## src/rtl/gpr_wb_arbiter.sv

```systemverilog
// gpr_wb_arbiter: write-back arbiter for the single-write-port GPR file.
// Takes up to three write requests per cycle: link (r31), main ALU/load,
// and flag (r30). It issues one registered write per cycle and keeps the
// rest in an in-order circular pending queue. Same-cycle requests are taken
// in the order link, main, flag.
// Optional feature macro: GPR_WB_FWD_EN. When it is defined, the block
// does a combinational forwarding lookup over the issued and queued writes.
module gpr_wb_arbiter #(
    parameter int DEPTH    = 8,
    parameter int LINK_REG = 31,
    parameter int FLAG_REG = 30
) (
    input  logic        clk,
    input  logic        reset,
    input  logic        main_we,
    input  logic [4:0]  main_waddr,
    input  logic [31:0] main_wdata,
    input  logic        link_we,
    input  logic [31:0] link_data,
    input  logic        flag_we,
    input  logic        flag_val,
    output logic        stall,
    output logic        gpr_we,
    output logic [4:0]  gpr_waddr,
    output logic [31:0] gpr_wdata,
    output logic [3:0]  pend_cnt,
    input  logic [4:0]  rd_addr_a,
    input  logic [4:0]  rd_addr_b,
    output logic        fwd_hit_a,
    output logic [31:0] fwd_data_a,
    output logic        fwd_hit_b,
    output logic [31:0] fwd_data_b
);
    localparam int PW = (DEPTH > 1) ? $clog2(DEPTH) : 1;

    logic [4:0]    qAddr [DEPTH];
    logic [31:0]   qData [DEPTH];
    logic [PW-1:0] head, tail;
    logic [3:0]    cnt;

    // New requests compacted in priority order; enqueue view skips a direct issue
    logic [4:0]  nAddr [3];
    logic [31:0] nData [3];
    logic [1:0]  nCnt;
    logic [4:0]  eAddr [3];
    logic [31:0] eData [3];
    logic [1:0]  enqN;
    logic        doIssue, doDeq;
    logic [4:0]  issAddr;
    logic [31:0] issData;

    // Modulo-DEPTH pointer advance; n never exceeds DEPTH-1 plus the pointer
    function automatic logic [PW-1:0] ptrAdd(input logic [PW-1:0] p, input int n);
        int s;
        s = int'(p) + n;
        if (s >= DEPTH) s = s - DEPTH;
        return PW'(s);
    endfunction

    // A full triple must always fit, so stall once fewer than 3 slots remain
    assign stall    = int'(cnt) > (DEPTH - 3);
    assign pend_cnt = cnt;

    // Collect valid new requests (ignored while stalled), link/main/flag order
    always_comb begin
        nCnt = '0;
        for (int i = 0; i < 3; i++) begin
            nAddr[i] = '0;
            nData[i] = '0;
        end
        if (!stall) begin
            if (link_we) begin
                nAddr[nCnt] = 5'(LINK_REG);
                nData[nCnt] = link_data;
                nCnt        = nCnt + 2'd1;
            end
            if (main_we && main_waddr != 5'd0) begin
                nAddr[nCnt] = main_waddr;
                nData[nCnt] = main_wdata;
                nCnt        = nCnt + 2'd1;
            end
            if (flag_we) begin
                nAddr[nCnt] = 5'(FLAG_REG);
                nData[nCnt] = {31'b0, flag_val};
                nCnt        = nCnt + 2'd1;
            end
        end
    end

    // Choose the issuing write: queue head first, otherwise the first new request
    always_comb begin
        doDeq   = cnt != 4'd0;
        doIssue = doDeq || (nCnt != 2'd0);
        issAddr = doDeq ? qAddr[head] : nAddr[0];
        issData = doDeq ? qData[head] : nData[0];
        for (int i = 0; i < 3; i++) begin
            eAddr[i] = nAddr[i];
            eData[i] = nData[i];
        end
        enqN = nCnt;
        if (!doDeq && nCnt != 2'd0) begin
            eAddr[0] = nAddr[1]; eData[0] = nData[1];
            eAddr[1] = nAddr[2]; eData[1] = nData[2];
            eAddr[2] = '0;       eData[2] = '0;
            enqN     = nCnt - 2'd1;
        end
    end

    // Pointers, occupancy and the registered GPR write port
    always_ff @(posedge clk) begin
        if (reset) begin
            head      <= '0;
            tail      <= '0;
            cnt       <= '0;
            gpr_we    <= 1'b0;
            gpr_waddr <= '0;
            gpr_wdata <= '0;
        end else begin
            gpr_we <= doIssue;
            if (doIssue) begin
                gpr_waddr <= issAddr;
                gpr_wdata <= issData;
            end
            if (doDeq) head <= ptrAdd(head, 1);
            tail <= ptrAdd(tail, int'(enqN));
            cnt  <= cnt - {3'b0, doDeq} + {2'b0, enqN};
        end
    end

    // Queue storage; contents are don't-care until written so no reset
    always_ff @(posedge clk) begin
        for (int i = 0; i < 3; i++) begin
            if (!reset && i < int'(enqN)) begin
                qAddr[ptrAdd(tail, i)] <= eAddr[i];
                qData[ptrAdd(tail, i)] <= eData[i];
            end
        end
    end

`ifdef GPR_WB_FWD_EN
    // Youngest match wins: start from the issued write, then walk head to tail
    always_comb begin
        logic [PW-1:0] idx;
        idx        = '0;
        fwd_hit_a  = gpr_we && rd_addr_a != 5'd0 && gpr_waddr == rd_addr_a;
        fwd_data_a = fwd_hit_a ? gpr_wdata : 32'd0;
        fwd_hit_b  = gpr_we && rd_addr_b != 5'd0 && gpr_waddr == rd_addr_b;
        fwd_data_b = fwd_hit_b ? gpr_wdata : 32'd0;
        for (int i = 0; i < DEPTH; i++) begin
            idx = ptrAdd(head, i);
            if (i < int'(cnt)) begin
                if (rd_addr_a != 5'd0 && qAddr[idx] == rd_addr_a) begin
                    fwd_hit_a  = 1'b1;
                    fwd_data_a = qData[idx];
                end
                if (rd_addr_b != 5'd0 && qAddr[idx] == rd_addr_b) begin
                    fwd_hit_b  = 1'b1;
                    fwd_data_b = qData[idx];
                end
            end
        end
    end
`else
    logic unusedRd;
    assign unusedRd   = ^{rd_addr_a, rd_addr_b};
    assign fwd_hit_a  = 1'b0;
    assign fwd_data_a = 32'd0;
    assign fwd_hit_b  = 1'b0;
    assign fwd_data_b = 32'd0;
`endif

endmodule

```

## config.mk

```make
export PLATFORM = sky130hd
export DESIGN_NAME = gpr_wb_arbiter
export DESIGN_NICKNAME = d
export VERILOG_FILES = /design/src/rtl/gpr_wb_arbiter.sv
export SDC_FILE = /design/constraint.sdc
export NUM_CORES = 1
export LEC_CHECK = 0
export BUFFER_PORTS_ARGS = -buffer_cell sky130_fd_sc_hd__buf_2
export CAP_MARGIN = 20
export CORE_MARGIN = 5
export CORE_UTILIZATION = 55
export CTS_CLUSTER_SIZE = 8
export DETAILED_ROUTE_END_ITERATION = 7
export PLACE_DENSITY = 0.85
export REMOVE_ABC_BUFFERS = 1
export SLEW_MARGIN = 20
export SYNTH_ARGS = -nofsm -noshare
export SYNTH_HDL_FRONTEND = slang
export SYNTH_SLANG_ARGS = --single-unit
```

## constraint.sdc

```tcl
create_clock -name clk -period 14.99 [get_ports clk]
set_input_delay 3.7475 -clock clk [delete_from_list [all_inputs] [get_ports clk]]
set_output_delay 3.7475 -clock clk [all_outputs]
set_load 0.1 [all_outputs]
```

==> impl_metrics.csv <==
group,metric,value,unit
timing,rsz0062_at_grt,"false",
cts,path_clk_slew,0.05,ns
timing,fin_skew,0.02077,ns
power_and_ir_drop,vdd_drop_max,0.3083,mV
route,wl_per_cell,26.59,um
timing,final.min_clock_period,9.962,ns
timing,fin_tns_setup,0,ns
placement,routabilityCongestion,0.8790,
worst_setup_path,regToRegStartpoint,"pend_cnt[3]",
yosys,synth_cell_type_count,57,
yosys,syn_inst,1499,
worst_setup_path,crit_path_max_incr_delay,0.83,ns
grt,grt_max_degree,75,
yosys,synth-async-reset-ratio,0,%
worst_setup_path,crit_buf_inv,6,
cts,clock_sinks,347,
timing,tightestPinTransition,1.192,ns
worst_setup_path,r2r_cells,14,
die,rows,66,
route,first_iter_violations,2575,
worst_setup_path,start_kind,"input port",
worst_setup_path,critPathKind,"input port to register",
cts,clk_latency,0.57,ns
yosys,synth_area,0.01799,mm2
grt,antenna_found_initial,0,
min_path,hp-class,"register to register",
route,drt-total-wl,54290,um
worst_setup_path,crit_arrival,10.15,ns
placement,io_buffer_count,117,
cts,cts-hold-fix-buffers,0,
yosys,ys_seq_area_share,55.08,%
cts,cts-buffers-inserted,49,
power_and_ir_drop,comb_power_share,44.9,%
placement,dp_cells,1953,
worst_setup_path,crit_path_end_kind,"register",
worst_setup_path,worstReg2RegEnd,"qAddr[7][1]",
power_and_ir_drop,p_int,2658,uW
die,die_width,190.9,um
cts,clockBufferDepth,3,
power_and_ir_drop,p_seq_share,32.6,%
cts,cts_tree,"built",
cells_and_area,stdcell_count,2042,
route,drc,0,
power_and_ir_drop,pwr-share-clk,22.4,%
die,io_pins,194,
yosys,ys.flop_type,"edfxtp_1",
run,cap_viol_max_count,0,
timing,hold_slack,0.4580,ns
worst_setup_path,path_delay_family,"simple AND/OR/NAND/NOR gates",
min_path,min_from,"gpr_wdata[20]",
route,via_per_inst,7.019,
power_and_ir_drop,p_switching,1925,uW
route,vias,14333,
worst_setup_path,worstPathRequired,15.18,ns
grt,grt_pass1_vias,14607,
min_path,hold_end,"gpr_wdata[20]",
placement,dpl.hpwl,28400,um
power_and_ir_drop,p_per_area,227.9,mW/mm2
worst_setup_path,path_max_fanout,47,
cells_and_area,area_growth,11.80,%
grt,grt-ovfl-total,0,
cells_and_area,drive_gt1_share,19.51,%
route,final_antenna_net_count,0,
grt,grt_pass1_wl,82380,um
die,initial_core_util,55.44,%
timing,setup_viol,0,
yosys,synth_edf_count,296,
grt,grt.total_usage,29.21,%
die,die-area,0.03643,mm2
yosys,ys.warnings.count,0,
timing,setup_ws,5.028,ns
route,firstDrtPassIters,6,
placement,pre_cts_slack,4.293,ns
cts,cts_resized,0,
cells_and_area,nNetsFinal,1662,
die,fp.dieH,190.9,um
die,core-area,0.03245,mm2
cts,cts.htree.levels,2,
worst_setup_path,cp_cell_sequence,"buf_2 > nor4_1 > a21boi_4 > buf_4 > inv_1 > ha_1 > nor2b_1 > o21ai_0 > ha_4 > or4b_1 > o21a_1 > a21o_4 > inv_2 > or3_1 > buf_4 > nand2_2 > o21bai_4 > buf_4",
yosys,synth.ff_latch_count,347,
cts,post_cts_buffers,0,
worst_setup_path,crit_top_cell,"buf_4",
status,status,"finished, final reports clean",
power_and_ir_drop,swShare,42.00,%
yosys,syn_area_per_cell,12.00,um2
timing,maxSlewViolCount,0,
timing,fmax,100.4,MHz
worst_setup_path,ff2ff_setup_slack,9.11,ns
cts,cts_root_buf,"clkbuf_16",
timing,period_share,66.46,%
timing,slew_headroom,19.92,%
timing,hold_viol,0,
min_path,hold_depth,2,
power_and_ir_drop,leakagePower,0.007031,uW
worst_setup_path,crit_slowest_cell,"nand2_2",
## cell usage in the layout, fill, tap and decap left out, drive strengths merged, types with 4 or more instances in the layout
master  instances
edfxtp        296
o22ai         248
buf           146
nand2         133
a21oi         120
clkbuf         85
mux2i          76
mux4           74
conb           66
nor2           54
dfxtp          51
nand3          43
o21ai          34
a22oi          34
a211oi         15
inv            13
ha             12
nor3           11
o21bai          8
nor2b           7
or3             6
xnor2           6
and2            6
and3            5
a31oi           5
a21boi          5
xor2            4
nand2b          4
## cell type report
cell class,count,area (um2)
repair buffers,147,812.0
flip-flops and latches,347,9916
diodes,1,2.502
multi-input cells,1005,7371
well taps,442,553.0
inverters,13,48.80
clock buffers,84,1358
fillers,2354,12340
clock inverters,3,53.80
## cell families (layout without fill, tap and decap cells)
group / after synthesis / after routing / synth area share, %
simple gates: 279 / 279 / 7.024
mux: 153 / 153 / 13.70
other cells: 1 / 67 / 0.02084
fa+ha+maj: 14 / 14 / 1.057
flops: 347 / 347 / 55.08
buf+inv: 212 / 247 / 6.259
xor+xnor: 10 / 10 / 0.4868
compound gates: 483 / 483 / 16.37
## sequential cells by signal (all words and copies together) (netlist names), named ones only
name       flops
gpr_waddr      5
pend_cnt       4
qData        256
gpr_wdata     32
qAddr         40
gpr_we         1
head           3
tail           3
## how the worst max path moves through the flow
stage / start / end / slack [ns] / cells past startpoint
4_1_cts: main_waddr[3] / qData[6][14] / 4.80 / 18
6_report: main_waddr[3] / qAddr[7][1] / 5.03 / 18
2_1_floorplan: main_waddr[0] / qAddr[4][0] / 4.54 / 13
3_3_place_gp: main_waddr[3] / qData[6][13] / 4.47 / 18
5_1_grt: main_waddr[3] / qData[6][8] / 4.81 / 18
3_5_place_dp: main_waddr[3] / qData[7][5] / 4.29 / 18
## power groups by stage
stage | sequential, uW | clock, uW | combinational [uW]
2_1_floorplan | 1820 | 0 | 1170
3_3_place_gp | 1490 | 0 | 1920
3_5_place_dp | 1510 | 0 | 1990
4_1_cts | 1490 | 1030 | 2010
5_1_grt | 1510 | 1070 | 2180
6_report | 1500 | 1030 | 2060
## metal layers
layer / part of all wire, % / GRT usage (%) / up-vias / wire length (um)
li1: - / - / 5924 / -
met1: 34 / 37.67 / 6773 / 18200
met2: 47 / 46.71 / 1387 / 25520
met3: 15 / 8.257 / 249 / 8105
met4: 4.5 / 12.51 / 0 / 2465
met5: 0 / 0 / - / 0
## worst reg2reg max path: stages, from the launching register on
cell,delay (ns)
dfxtp_1,0.33
inv_1,0.09
ha_1,0.20
and2_1,0.15
o211ai_1,0.56
ha_4,0.67
or4b_1,0.62
o21a_1,0.26
a21o_4,0.18
inv_2,0.07
or3_1,0.36
buf_4,0.34
nand2_2,0.83
o21bai_4,0.27
buf_4,0.57
## synthesized netlist by cell type, drive strengths merged (3+ instances only)
cell type / instances / area (um2)
o21bai: 8 / 60.06
a32oi: 3 / 26.28
and2: 6 / 37.53
dfxtp: 51 / 1021
o22ai: 248 / 1551
a22oi: 34 / 255.2
a21boi: 5 / 41.29
xor2: 4 / 35.03
a31oi: 5 / 31.28
clkbuf: 65 / 245.2
a21oi: 120 / 600.6
and3: 5 / 31.28
nor3: 11 / 55.05
nor2: 54 / 205.2
a211oi: 15 / 112.6
nand2b: 4 / 25.02
or3: 6 / 37.54
o221ai: 3 / 26.28
mux4: 74 / 1667
buf: 134 / 832.1
xnor2: 6 / 52.55
mux2i: 76 / 760.7
edfxtp: 296 / 8889
mux2: 3 / 37.53
nor2b: 7 / 43.79
nor4: 3 / 25.02
inv: 13 / 48.79
ha: 12 / 150.1
nand3: 43 / 225.2
o21ai: 34 / 170.2
nand2: 133 / 514.2
nand4: 3 / 25.02
## metrics by stage
| stage | util [%] | total power (uW) | area (um2) |
|---|---|---|---|
| final | 61.98 | 4583 | 20110 |
| after global routing | 61.97 | 4762 | 20110 |
| after CTS | 61.91 | 4531 | 20090 |
| after detailed placement | 57.56 | 3493 | 18680 |
| after global placement | 57.56 | 3413 | 18680 |
| after floorplan | - | 2987 | 17160 |
No activity file was read; power rests on OpenSTA's default activity.
